**src/rtl/i2c_reg_target.sv**
```systemverilog
// i2c_reg_target: I2C target exposing a register file through an 8-bit
// register pointer. A write transaction sets the pointer (register id byte)
// and then stores data bytes. A read transaction returns bytes starting at
// the current pointer.
//
// Ports
//   clk_i, rst_ni               system clock, async active-low reset
//   assigned_address_i [6:0]    primary 7-bit target address
//   aux_address_i [6:0]         secondary address, matched when aux_address_en_i=1
//   auto_inc_i                  pointer advances after each data byte when 1
//   scl_i, sda_i                raw bus levels (synchronised internally)
//   sda_oe_o                    1 = pull SDA low
//   write_register_id_o/value_o/enable_o   one-cycle register write strobe
//   read_register_id_o          current pointer; read_register_value_i answers it
//   busy_o                      high between accepted START and STOP/abort
//   dbg_state_o                 FSM state encoding
module i2c_reg_target #(
    parameter int REG_COUNT   = 256,
    parameter int SYNC_STAGES = 2
) (
    input  logic       clk_i,
    input  logic       rst_ni,
    input  logic [6:0] assigned_address_i,
    input  logic [6:0] aux_address_i,
    input  logic       aux_address_en_i,
    input  logic       auto_inc_i,
    input  logic       scl_i,
    input  logic       sda_i,
    output logic       sda_oe_o,
    output logic [7:0] write_register_id_o,
    output logic [7:0] write_register_value_o,
    output logic       write_enable_o,
    output logic [7:0] read_register_id_o,
    input  logic [7:0] read_register_value_i,
    output logic       busy_o,
    output logic [3:0] dbg_state_o
);

    typedef enum logic [3:0] {
        IDLE      = 4'd0,
        ADDR      = 4'd1,
        ACK_ADDR  = 4'd2,
        REG_ID    = 4'd3,
        ACK_REG   = 4'd4,
        WR_DATA   = 4'd5,
        ACK_WR    = 4'd6,
        RD_DATA   = 4'd7,
        GET_ACK   = 4'd8,
        NACK_WAIT = 4'd9
    } state_t;

    localparam logic [8:0] REG_LIMIT = 9'(REG_COUNT);
    localparam logic [7:0] REG_MAX   = 8'(REG_COUNT - 1);

    logic [SYNC_STAGES-1:0] scl_sync_q, sda_sync_q;
    logic                   scl_prev_q, sda_prev_q;
    logic                   scl_s, sda_s;
    logic                   scl_rise, scl_fall, start_det, stop_det;

    state_t     state_q, state_d;
    logic [3:0] bit_cnt_q, bit_cnt_d;
    logic [7:0] shift_q, shift_d;
    logic [7:0] ptr_q, ptr_d;
    logic       sda_oe_q, sda_oe_d;
    logic       we_q, we_d;
    logic [7:0] wid_q, wid_d;
    logic [7:0] wval_q, wval_d;
    logic       busy_q, busy_d;
    logic       rw_q, rw_d;

    logic [7:0] byte_in;
    logic [7:0] ptr_next;
    logic       addr_match;

    assign scl_s     = scl_sync_q[SYNC_STAGES-1];
    assign sda_s     = sda_sync_q[SYNC_STAGES-1];
    assign scl_rise  = scl_s & ~scl_prev_q;
    assign scl_fall  = ~scl_s & scl_prev_q;
    // START/STOP need SCL high in both the previous and current sample so an
    // SDA change racing an SCL edge is not mistaken for a bus condition.
    assign start_det = scl_s & scl_prev_q & sda_prev_q & ~sda_s;
    assign stop_det  = scl_s & scl_prev_q & ~sda_prev_q & sda_s;

    assign byte_in    = {shift_q[6:0], sda_s};
    assign ptr_next   = (ptr_q == REG_MAX) ? 8'd0 : ptr_q + 8'd1;
    assign addr_match = (byte_in[7:1] == assigned_address_i) ||
                        (aux_address_en_i && (byte_in[7:1] == aux_address_i));

    always_ff @(posedge clk_i or negedge rst_ni) begin
        if (!rst_ni) begin
            scl_sync_q <= '1;
            sda_sync_q <= '1;
            scl_prev_q <= 1'b1;
            sda_prev_q <= 1'b1;
        end else begin
            scl_sync_q <= {scl_sync_q[SYNC_STAGES-2:0], scl_i};
            sda_sync_q <= {sda_sync_q[SYNC_STAGES-2:0], sda_i};
            scl_prev_q <= scl_s;
            sda_prev_q <= sda_s;
        end
    end

    always_comb begin
        state_d   = state_q;
        bit_cnt_d = bit_cnt_q;
        shift_d   = shift_q;
        ptr_d     = ptr_q;
        sda_oe_d  = sda_oe_q;
        we_d      = 1'b0;
        wid_d     = wid_q;
        wval_d    = wval_q;
        busy_d    = busy_q;
        rw_d      = rw_q;

        if (start_det) begin
            state_d   = ADDR;
            bit_cnt_d = 4'd0;
            sda_oe_d  = 1'b0;
            busy_d    = 1'b1;
        end else if (stop_det) begin
            state_d   = IDLE;
            bit_cnt_d = 4'd0;
            sda_oe_d  = 1'b0;
            busy_d    = 1'b0;
        end else begin
            case (state_q)
                ADDR, REG_ID, WR_DATA: begin
                    if (scl_rise) begin
                        shift_d   = byte_in;
                        bit_cnt_d = bit_cnt_q + 4'd1;
                        if (bit_cnt_q == 4'd7) begin
                            bit_cnt_d = 4'd0;
                            if (state_q == ADDR) begin
                                rw_d    = byte_in[0];
                                state_d = addr_match ? ACK_ADDR : NACK_WAIT;
                            end else if (state_q == REG_ID) begin
                                if ({1'b0, byte_in} < REG_LIMIT) begin
                                    ptr_d   = byte_in;
                                    state_d = ACK_REG;
                                end else begin
                                    state_d = NACK_WAIT;
                                end
                            end else begin
                                we_d    = 1'b1;
                                wid_d   = ptr_q;
                                wval_d  = byte_in;
                                if (auto_inc_i) ptr_d = ptr_next;
                                state_d = ACK_WR;
                            end
                        end
                    end
                end
                // ACK phases: the first SCL fall starts the ACK, the second
                // (end of the 9th clock) ends it; sda_oe_q tells them apart.
                ACK_ADDR, ACK_REG, ACK_WR: begin
                    if (scl_fall) begin
                        if (!sda_oe_q) begin
                            sda_oe_d = 1'b1;
                        end else begin
                            sda_oe_d  = 1'b0;
                            bit_cnt_d = 4'd0;
                            if (state_q == ACK_ADDR && rw_q) begin
                                state_d  = RD_DATA;
                                shift_d  = read_register_value_i;
                                sda_oe_d = ~read_register_value_i[7];
                            end else if (state_q == ACK_ADDR) begin
                                state_d = REG_ID;
                            end else begin
                                state_d = WR_DATA;
                            end
                        end
                    end
                end
                RD_DATA: begin
                    if (scl_rise) begin
                        bit_cnt_d = bit_cnt_q + 4'd1;
                    end else if (scl_fall) begin
                        if (bit_cnt_q == 4'd8) begin
                            sda_oe_d  = 1'b0;
                            bit_cnt_d = 4'd0;
                            if (auto_inc_i) ptr_d = ptr_next;
                            state_d   = GET_ACK;
                        end else begin
                            shift_d  = {shift_q[6:0], 1'b0};
                            sda_oe_d = ~shift_q[6];
                        end
                    end
                end
                // bit_cnt_q = 1 marks "controller ACKed" until the next fall.
                GET_ACK: begin
                    if (scl_rise) begin
                        if (!sda_s) bit_cnt_d = 4'd1;
                        else        state_d   = NACK_WAIT;
                    end else if (scl_fall && bit_cnt_q == 4'd1) begin
                        bit_cnt_d = 4'd0;
                        state_d   = RD_DATA;
                        shift_d   = read_register_value_i;
                        sda_oe_d  = ~read_register_value_i[7];
                    end
                end
                IDLE, NACK_WAIT: ;
                default: begin
                    state_d  = IDLE;
                    sda_oe_d = 1'b0;
                    busy_d   = 1'b0;
                end
            endcase
        end
    end

    always_ff @(posedge clk_i or negedge rst_ni) begin
        if (!rst_ni) begin
            state_q   <= IDLE;
            bit_cnt_q <= 4'd0;
            shift_q   <= 8'd0;
            ptr_q     <= 8'd0;
            sda_oe_q  <= 1'b0;
            we_q      <= 1'b0;
            wid_q     <= 8'd0;
            wval_q    <= 8'd0;
            busy_q    <= 1'b0;
            rw_q      <= 1'b0;
        end else begin
            state_q   <= state_d;
            bit_cnt_q <= bit_cnt_d;
            shift_q   <= shift_d;
            ptr_q     <= ptr_d;
            sda_oe_q  <= sda_oe_d;
            we_q      <= we_d;
            wid_q     <= wid_d;
            wval_q    <= wval_d;
            busy_q    <= busy_d;
            rw_q      <= rw_d;
        end
    end

    assign sda_oe_o               = sda_oe_q;
    assign write_enable_o         = we_q;
    assign write_register_id_o    = wid_q;
    assign write_register_value_o = wval_q;
    assign read_register_id_o     = ptr_q;
    assign busy_o                 = busy_q;
    assign dbg_state_o            = state_q;

endmodule

```
**config.mk**
```make
export PLATFORM = sky130hd
export DESIGN_NAME = i2c_reg_target
export DESIGN_NICKNAME = d
export VERILOG_FILES = /design/src/rtl/i2c_reg_target.sv
export SDC_FILE = /design/constraint.sdc
export NUM_CORES = 1
export LEC_CHECK = 0
export BUFFER_PORTS_ARGS = -buffer_cell sky130_fd_sc_hd__buf_2
export CORE_MARGIN = 10
export CORE_UTILIZATION = 40
export DETAILED_ROUTE_END_ITERATION = 8
export GPL_ROUTABILITY_DRIVEN = 0
export GPL_TIMING_DRIVEN = 0
export HOLD_SLACK_MARGIN = 0.08
export PLACE_DENSITY = 0.68
export SYNTH_ARGS = -nofsm -noshare
export SYNTH_HDL_FRONTEND = slang
export SYNTH_SLANG_ARGS = --single-unit
```
**constraint.sdc**
```tcl
create_clock -name clk_i -period 6.2 [get_ports clk_i]
set_input_delay 0.31 -clock clk_i [delete_from_list [all_inputs] [get_ports clk_i]]
set_output_delay 0.31 -clock clk_i [all_outputs]
set_load 0.01 [all_outputs]
```
* Word-level counts from Yosys, hierarchy flattened
Cells that the tools add are included.
W data, S select, Z words.
** Word-level totals
- Register bits :: 49
- Logic and storage cells :: 169
- Output and inout port bits :: 31
** Cells by class
- Eq/ne operators :: 44
- Bitwise gates (word level) :: 17
- Reductions and logical operators :: 20
- Muxes and demuxes :: 72
- $add $sub $neg :: 2
** Operators by type and width (number)
- $mux W4 :: 26
- $mux W8 :: 9
- $mux W7 :: 9
- $ne A4 B4 Y1 const B :: 9
- $pmux W7 S4 :: 1
- $ne A5 B5 Y1 const B :: 5
- $ne A2 B2 Y1 const B :: 12
- $eq A4 B3 Y1 const B :: 5
- $mux W1 :: 20
- $pmux W4 S5 :: 1
- $pmux W4 S4 :: 1
- $pmux W8 S2 :: 1
- $eq A7 B7 Y1 :: 2
- $eq A4 B4 Y1 const B :: 3
- $reduce_and A12 Y1 :: 1
- $reduce_and A6 Y1 :: 2
- $not A1 Y1 :: 10
- $reduce_and A10 Y1 :: 1
- $reduce_or A10 Y1 :: 1
- $reduce_and A9 Y1 :: 1
- $add A8 B1 Y8 const B :: 1
- $eq A4 B1 Y1 const B :: 2
- $eq A4 B2 Y1 const B :: 2
- $eq A8 B8 Y1 const B :: 1
- 18 further kinds :: 29

* Depth between registers and ports, before layout
- Word-level depth :: 10
- Depth in mapped cells :: 10
- Mapped depth without buffers :: 8

* Worst setup path before layout
OpenSTA, ideal clock, no wires.
- Kind :: flip-flop to flip-flop
- Start :: register scl_sync_q[1]
- End :: register bit_cnt_q[2]
- Slack :: 3.859 ns
- Stages on the path, launching flop included :: 10
- Buffers on the path :: 1
- Arrival :: 2.276 ns
- Path through :: dfstp_2 -> inv_1 -> ha_1 -> and3_1 -> nor4_1 -> a2bb2oi_2 -> a2bb2o_4 -> buf_6 -> or4b_1 -> nand2_1
** On the way
- Longest elaborated chain between the ends :: 5
- Elaborated cells between the ends (all ways) :: 23
- Classes of those cells :: 7 x eq/ne; 5 x mux; 8 x bitwise; 3 x reduce/logical
** Ends and longest elaborated chain
- start: declaration :: RTL line 55 : logic [SYNC_STAGES-1:0] scl_sync_q, sda_sync_q;
- start signal: assignment :: RTL line 96 : scl_sync_q <= {scl_sync_q[SYNC_STAGES-2:0], scl_i};
- $and A1 B1 Y1 (tied with other cells) :: RTL line 81, 82
- $and A1 B1 Y1 (tied with other cells) (2 in series) :: RTL line 81 : assign start_det = scl_s & scl_prev_q & sda_prev_q & ~sda_s;
- $ne A5 B5 Y1 (no source line) (tied with other cells)
- $reduce_and A8 Y1 (no source line) / $mux W4 (equally long branches)
- end signal: assignment :: RTL line 225 : bit_cnt_q <= bit_cnt_d;
- end: declaration :: RTL line 61 : logic [3:0] bit_cnt_q, bit_cnt_d;
Parallel ways exist; a longest one is shown, timed or not.
A chain may end at the register's enable or synchronous reset.

* Worst setup path after layout
- Start :: register scl_sync_q[1]
- End :: register wval_q[3], in the netlist write_register_value_o[3]
** On the way
- Longest elaborated chain between the ends :: 5
- Elaborated cells between the ends (all ways) :: 9
- Classes of those cells :: 8 x bitwise; 1 x reduce/logical
** Ends and longest elaborated chain
- $and A1 B1 Y1 :: RTL line 81, 82
- $and A1 B1 Y1, on equally long branches (2 in series) :: RTL line 82, 81
- $not A1 Y1 (no source line)
- $reduce_and A7 Y1 (no source line) *
- end signal: assignment :: RTL line 231 : wval_q <= wval_d;
- end: declaration :: RTL line 67 : logic [7:0] wval_q, wval_d;
Every way passes the cells marked *; elsewhere a longest branch is shown, timed or not.

==> results.rst <==
.. list-table::
   :header-rows: 1

   * - Metric
     - Value
   * - Result of the run
     - complete, no violations
   * - Starting density of the core
     - 41.9%
   * - Endpoint required time on the critical path
     - 6400 ps
   * - Number of placed instances, taps included
     - 477
   * - Worst-path clk slew
     - 100 ps
   * - NetSw
     - 0.000355 W
   * - Total wire length
     - 8190 µm
   * - Cells traversed along the worst timing path
     - ha_1, clkbuf_1, nand2_1, nor4_4, buf_2, mux2_2
   * - Area of the die
     - 11600 µm²
   * - Worst min path class
     - primary input to register
   * - Switching part of the total
     - 33.9%
   * - Antenna violations before repair
     - 0
   * - EDFF count, synth
     - 0
   * - CTS tree
     - done
   * - Yosys reg bits
     - 49
   * - Max-slew headroom
     - 27.9%
   * - Proportion of layout cells with a drive suffix above 1
     - 31.8%
   * - Drt via density
     - 5.69
   * - Flop2flop setup slack
     - 3390 ps
   * - Post-route fraction of the period consumed by the critical path
     - 45.3%
   * - Final standard cell count with taps included and fillers excluded
     - 486
   * - # Post-CTS Setup Buffers
     - 0
   * - Number of CTS-inserted buffers
     - 5
   * - Synth warn
     - 0
   * - Portion of total power attributed to combinational logic
     - 31.8%
   * - Critical path launch point type
     - register
   * - RR Startpoint
     - scl_sync_q[1]
   * - Clock latency at the later pin of the worst-skew pair
     - 310 ps
   * - Worst-case reg-to-reg path depth
     - 6
   * - Final worst clock skew
     - 13.1 ps
   * - Residual DRC count
     - 0
   * - Worst supply voltage drop on vdd
     - 0.156 mV
   * - Start point of the worst min-delay path
     - scl_i
   * - Area of all sequential standard cells
     - 1230 µm²
   * - Site Rows
     - 31
   * - Number of pins with negative max-slew slack in the final report
     - 0
   * - Boundary Pins
     - 59
   * - Area of the core
     - 7370 µm²
   * - Y dimension of the die
     - 108 µm
   * - Count of clock tree sinks
     - 49
   * - Total overflow reported by the global router
     - 0
   * - Synthesis-to-layout area growth
     - 18.2%
   * - Critical register-to-register path endpoint
     - write_register_value_o[3]
   * - Die width
     - 108 µm
   * - Vias in the first global route
     - 2690
   * - Max Cap Violations
     - 0
   * - Destination of the worst hold path
     - scl_sync_q[0]
   * - Drt wl/cell
     - 16.9 µm
   * - Synthesized area
     - 3090 µm²
   * - Half-perimeter wire length after detailed placement
     - 6110 µm
   * - RSZ-0062 raised after global routing
     - false
   * - Count of routing violations after the opening detailed-route iteration
     - 216
   * - Seq/Total Area, Yosys
     - 40.0%
   * - Leak Pwr
     - 1.69 nW
   * - Pwr per Cell Area
     - 287 nW/µm²
   * - Post_cts resized
     - 0
   * - Class of the most critical setup path
     - register to register
   * - Most common cell in the netlist
     - dfrtp_1
   * - Root Buffer Master
     - clkbuf_8
   * - Final-layout fill cell count
     - 711
   * - Gate count of the mapped netlist
     - 320
   * - Largest incremental delay on the critical path
     - 590 ps
   * - Antenna diode count
     - 0
   * - Total routing usage reported by global routing
     - 14.0%
   * - Crit Path Max Fanout
     - 10
   * - Internal power of the cells
     - 0.000691 W
   * - Total Nets Final
     - 421
   * - Worst hold slack after final layout
     - 93.8 ps
   * - Largest net degree at the start of global routing
     - 50
   * - Per-instance average area after synthesis
     - 9.64 µm²
   * - Clock share of power
     - 26.5%
   * - Fmax achieved
     - 0.356 GHz
   * - Arrival time reported for the critical path endpoint
     - 3010 ps
   * - Share of power burned in registers
     - 41.7%
   * - Accumulated negative setup slack
     - 0 ps
   * - Main area contributors after synthesis
     - dfrtp_1 (35%), mux2_2 (11%), dfstp_2 (5.1%)
   * - Commonest cells in the synthesized netlist
     - dfrtp_1 (43), mux2_2 (30), nand2_1 (26)
   * - Number of endpoints failing setup at the final stage
     - 0
   * - Leading register cell type out of synthesis
     - dfrtp_1
   * - DRT Pass-1 Iters
     - 4
   * - Net count after synthesis
     - 355
   * - Wire length of the first global-routing pass
     - 13400 µm
   * - Deepest level of the CTS H-tree
     - 2
   * - Count of input and output buffers
     - 58
   * - Async set or reset register ratio after synthesis
     - 100%
   * - Number of buffers between clock root and the deepest sink
     - 2
   * - Number of cells on the worst hold path
     - 1
   * - Minimum period implied by the final worst setup slack
     - 2810 ps
   * - Crit. End Element
     - register
   * - Final hold violation count
     - 0
   * - Leading area contributor after synthesis
     - dfrtp_1
   * - Area share of the largest cell type after synthesis
     - 34.9%
   * - Actual transition at the worst max-transition pin
     - 1080 ps
   * - Via total after detailed routing
     - 2767
   * - Area taken by multi-input logic gates
     - 1720 µm²
   * - Cell with the largest stage delay on the worst path
     - nor4_4
   * - Count of antenna-violating nets left after detailed routing
     - 0
   * - Count of cell types in the netlist
     - 64
==> area by class of cell <==
cell class | count | area share [%]
Multi-Input combinational cell | 241 | 47.0
Sequential cell | 49 | 33.8
Timing Repair Buffer | 59 | 8.23
Tap cell | 99 | 3.40
Buffer | 18 | 2.50
Clock buffer | 5 | 1.89
Clock inverter | 3 | 1.89
Inverter | 12 | 1.23
==> through the flow <==
step / area [µm²] / utilization, % / worst slack [ps] / power, W
2_1_floorplan: 3090 / - / 3860 / 0.000673
6_report: 3650 / 49.5 / 3390 / 0.00105
5_1_grt: 3650 / 49.5 / 3260 / 0.00111
3_5_place_dp: 3500 / 47.5 / 3410 / 0.000772
3_3_place_gp: 3500 / 47.5 / 3480 / 0.000763
4_1_cts: 3640 / 49.4 / 3380 / 0.00105
==> power by group through the flow <==
stage / logic (W) / clock network (W) / registers, W
floorplan: 0.000256 / 0 / 0.000417
global placement: 0.000321 / 0 / 0.000442
detailed placement: 0.000329 / 0 / 0.000443
CTS: 0.000332 / 0.000283 / 0.000436
global route: 0.000369 / 0.000296 / 0.000446
finish: 0.000333 / 0.000277 / 0.000436
==> critical path, delay by kind of cell, from the launching register on <==
kind          cells  cell delay [ps]
simple gates      2              770
buf+inv           2              770
mux               1              370
fa+ha+maj         1              230
flops             1              570
==> routing by layer <==
| metal | wire length, µm | GRT usage [%] |
|---|---|---|
| met5 | 0 | 0 |
| met2 | 3920 | 22.9 |
| met4 | 147 | 3.91 |
| met3 | 658 | 3.65 |
| met1 | 3470 | 17.6 |
==> how the worst max path moves through the flow <==
stage	cells past startpoint	slack (ps)	startpoint	to
final	6	3390	scl_sync_q[1]	write_register_value_o[3]
after global routing	6	3260	scl_sync_q[1]	write_register_value_o[7]
after CTS	6	3380	scl_sync_q[1]	write_register_value_o[3]
after detailed placement	6	3410	scl_sync_q[1]	write_register_value_o[3]
after global placement	6	3480	scl_sync_q[1]	write_register_value_o[0]
after floorplan	9	3860	scl_sync_q[1]	bit_cnt_q[2]
==> layout by cell type, fill, tap and decap left out, types with 5 or more instances in the layout <==
cell type,synthesis,final
mux2_2,30,30
buf_2,7,65
clkbuf_8,0,5
xor2_1,5,5
nand4_1,6,6
nand3_1,15,15
nand2_1,26,26
a21oi_1,24,24
o21ai_0,18,18
xnor2_1,10,10
nor3_1,5,5
clkbuf_1,8,8
inv_1,12,12
dfrtp_1,43,43
ha_1,7,7
dfstp_2,6,6
nor2_1,18,18
==> kinds of logic after synthesis <==
| kind of cell | synth area share, % |
|---|---|
| AO/OA/AOI/OAI | 18.6 |
| AND/OR/NAND/NOR | 18.7 |
| XOR/XNOR | 4.26 |
| buffers and inverters | 4.42 |
| multiplexers | 11.3 |
| adder cells (fa/ha/maj) | 2.84 |
| flip-flops | 40.0 |
==> timing repair <==
action / 4_1_cts / 5_1_grt
hold buffers: 0 / 1
setup endpoints to repair: 0 / 0
endpoints found under the hold margin: 0 / 1
==> registers in the layout, summed over array words and instances (netlist names), 2 cells and up <==
name                    count
read_register_id_o          8
write_register_id_o         8
write_register_value_o      8
shift_q                     7
bit_cnt_q                   4
dbg_state_o                 4
scl_sync_q                  2
sda_sync_q                  2
Note: power is estimated with default switching activity, not from simulation.
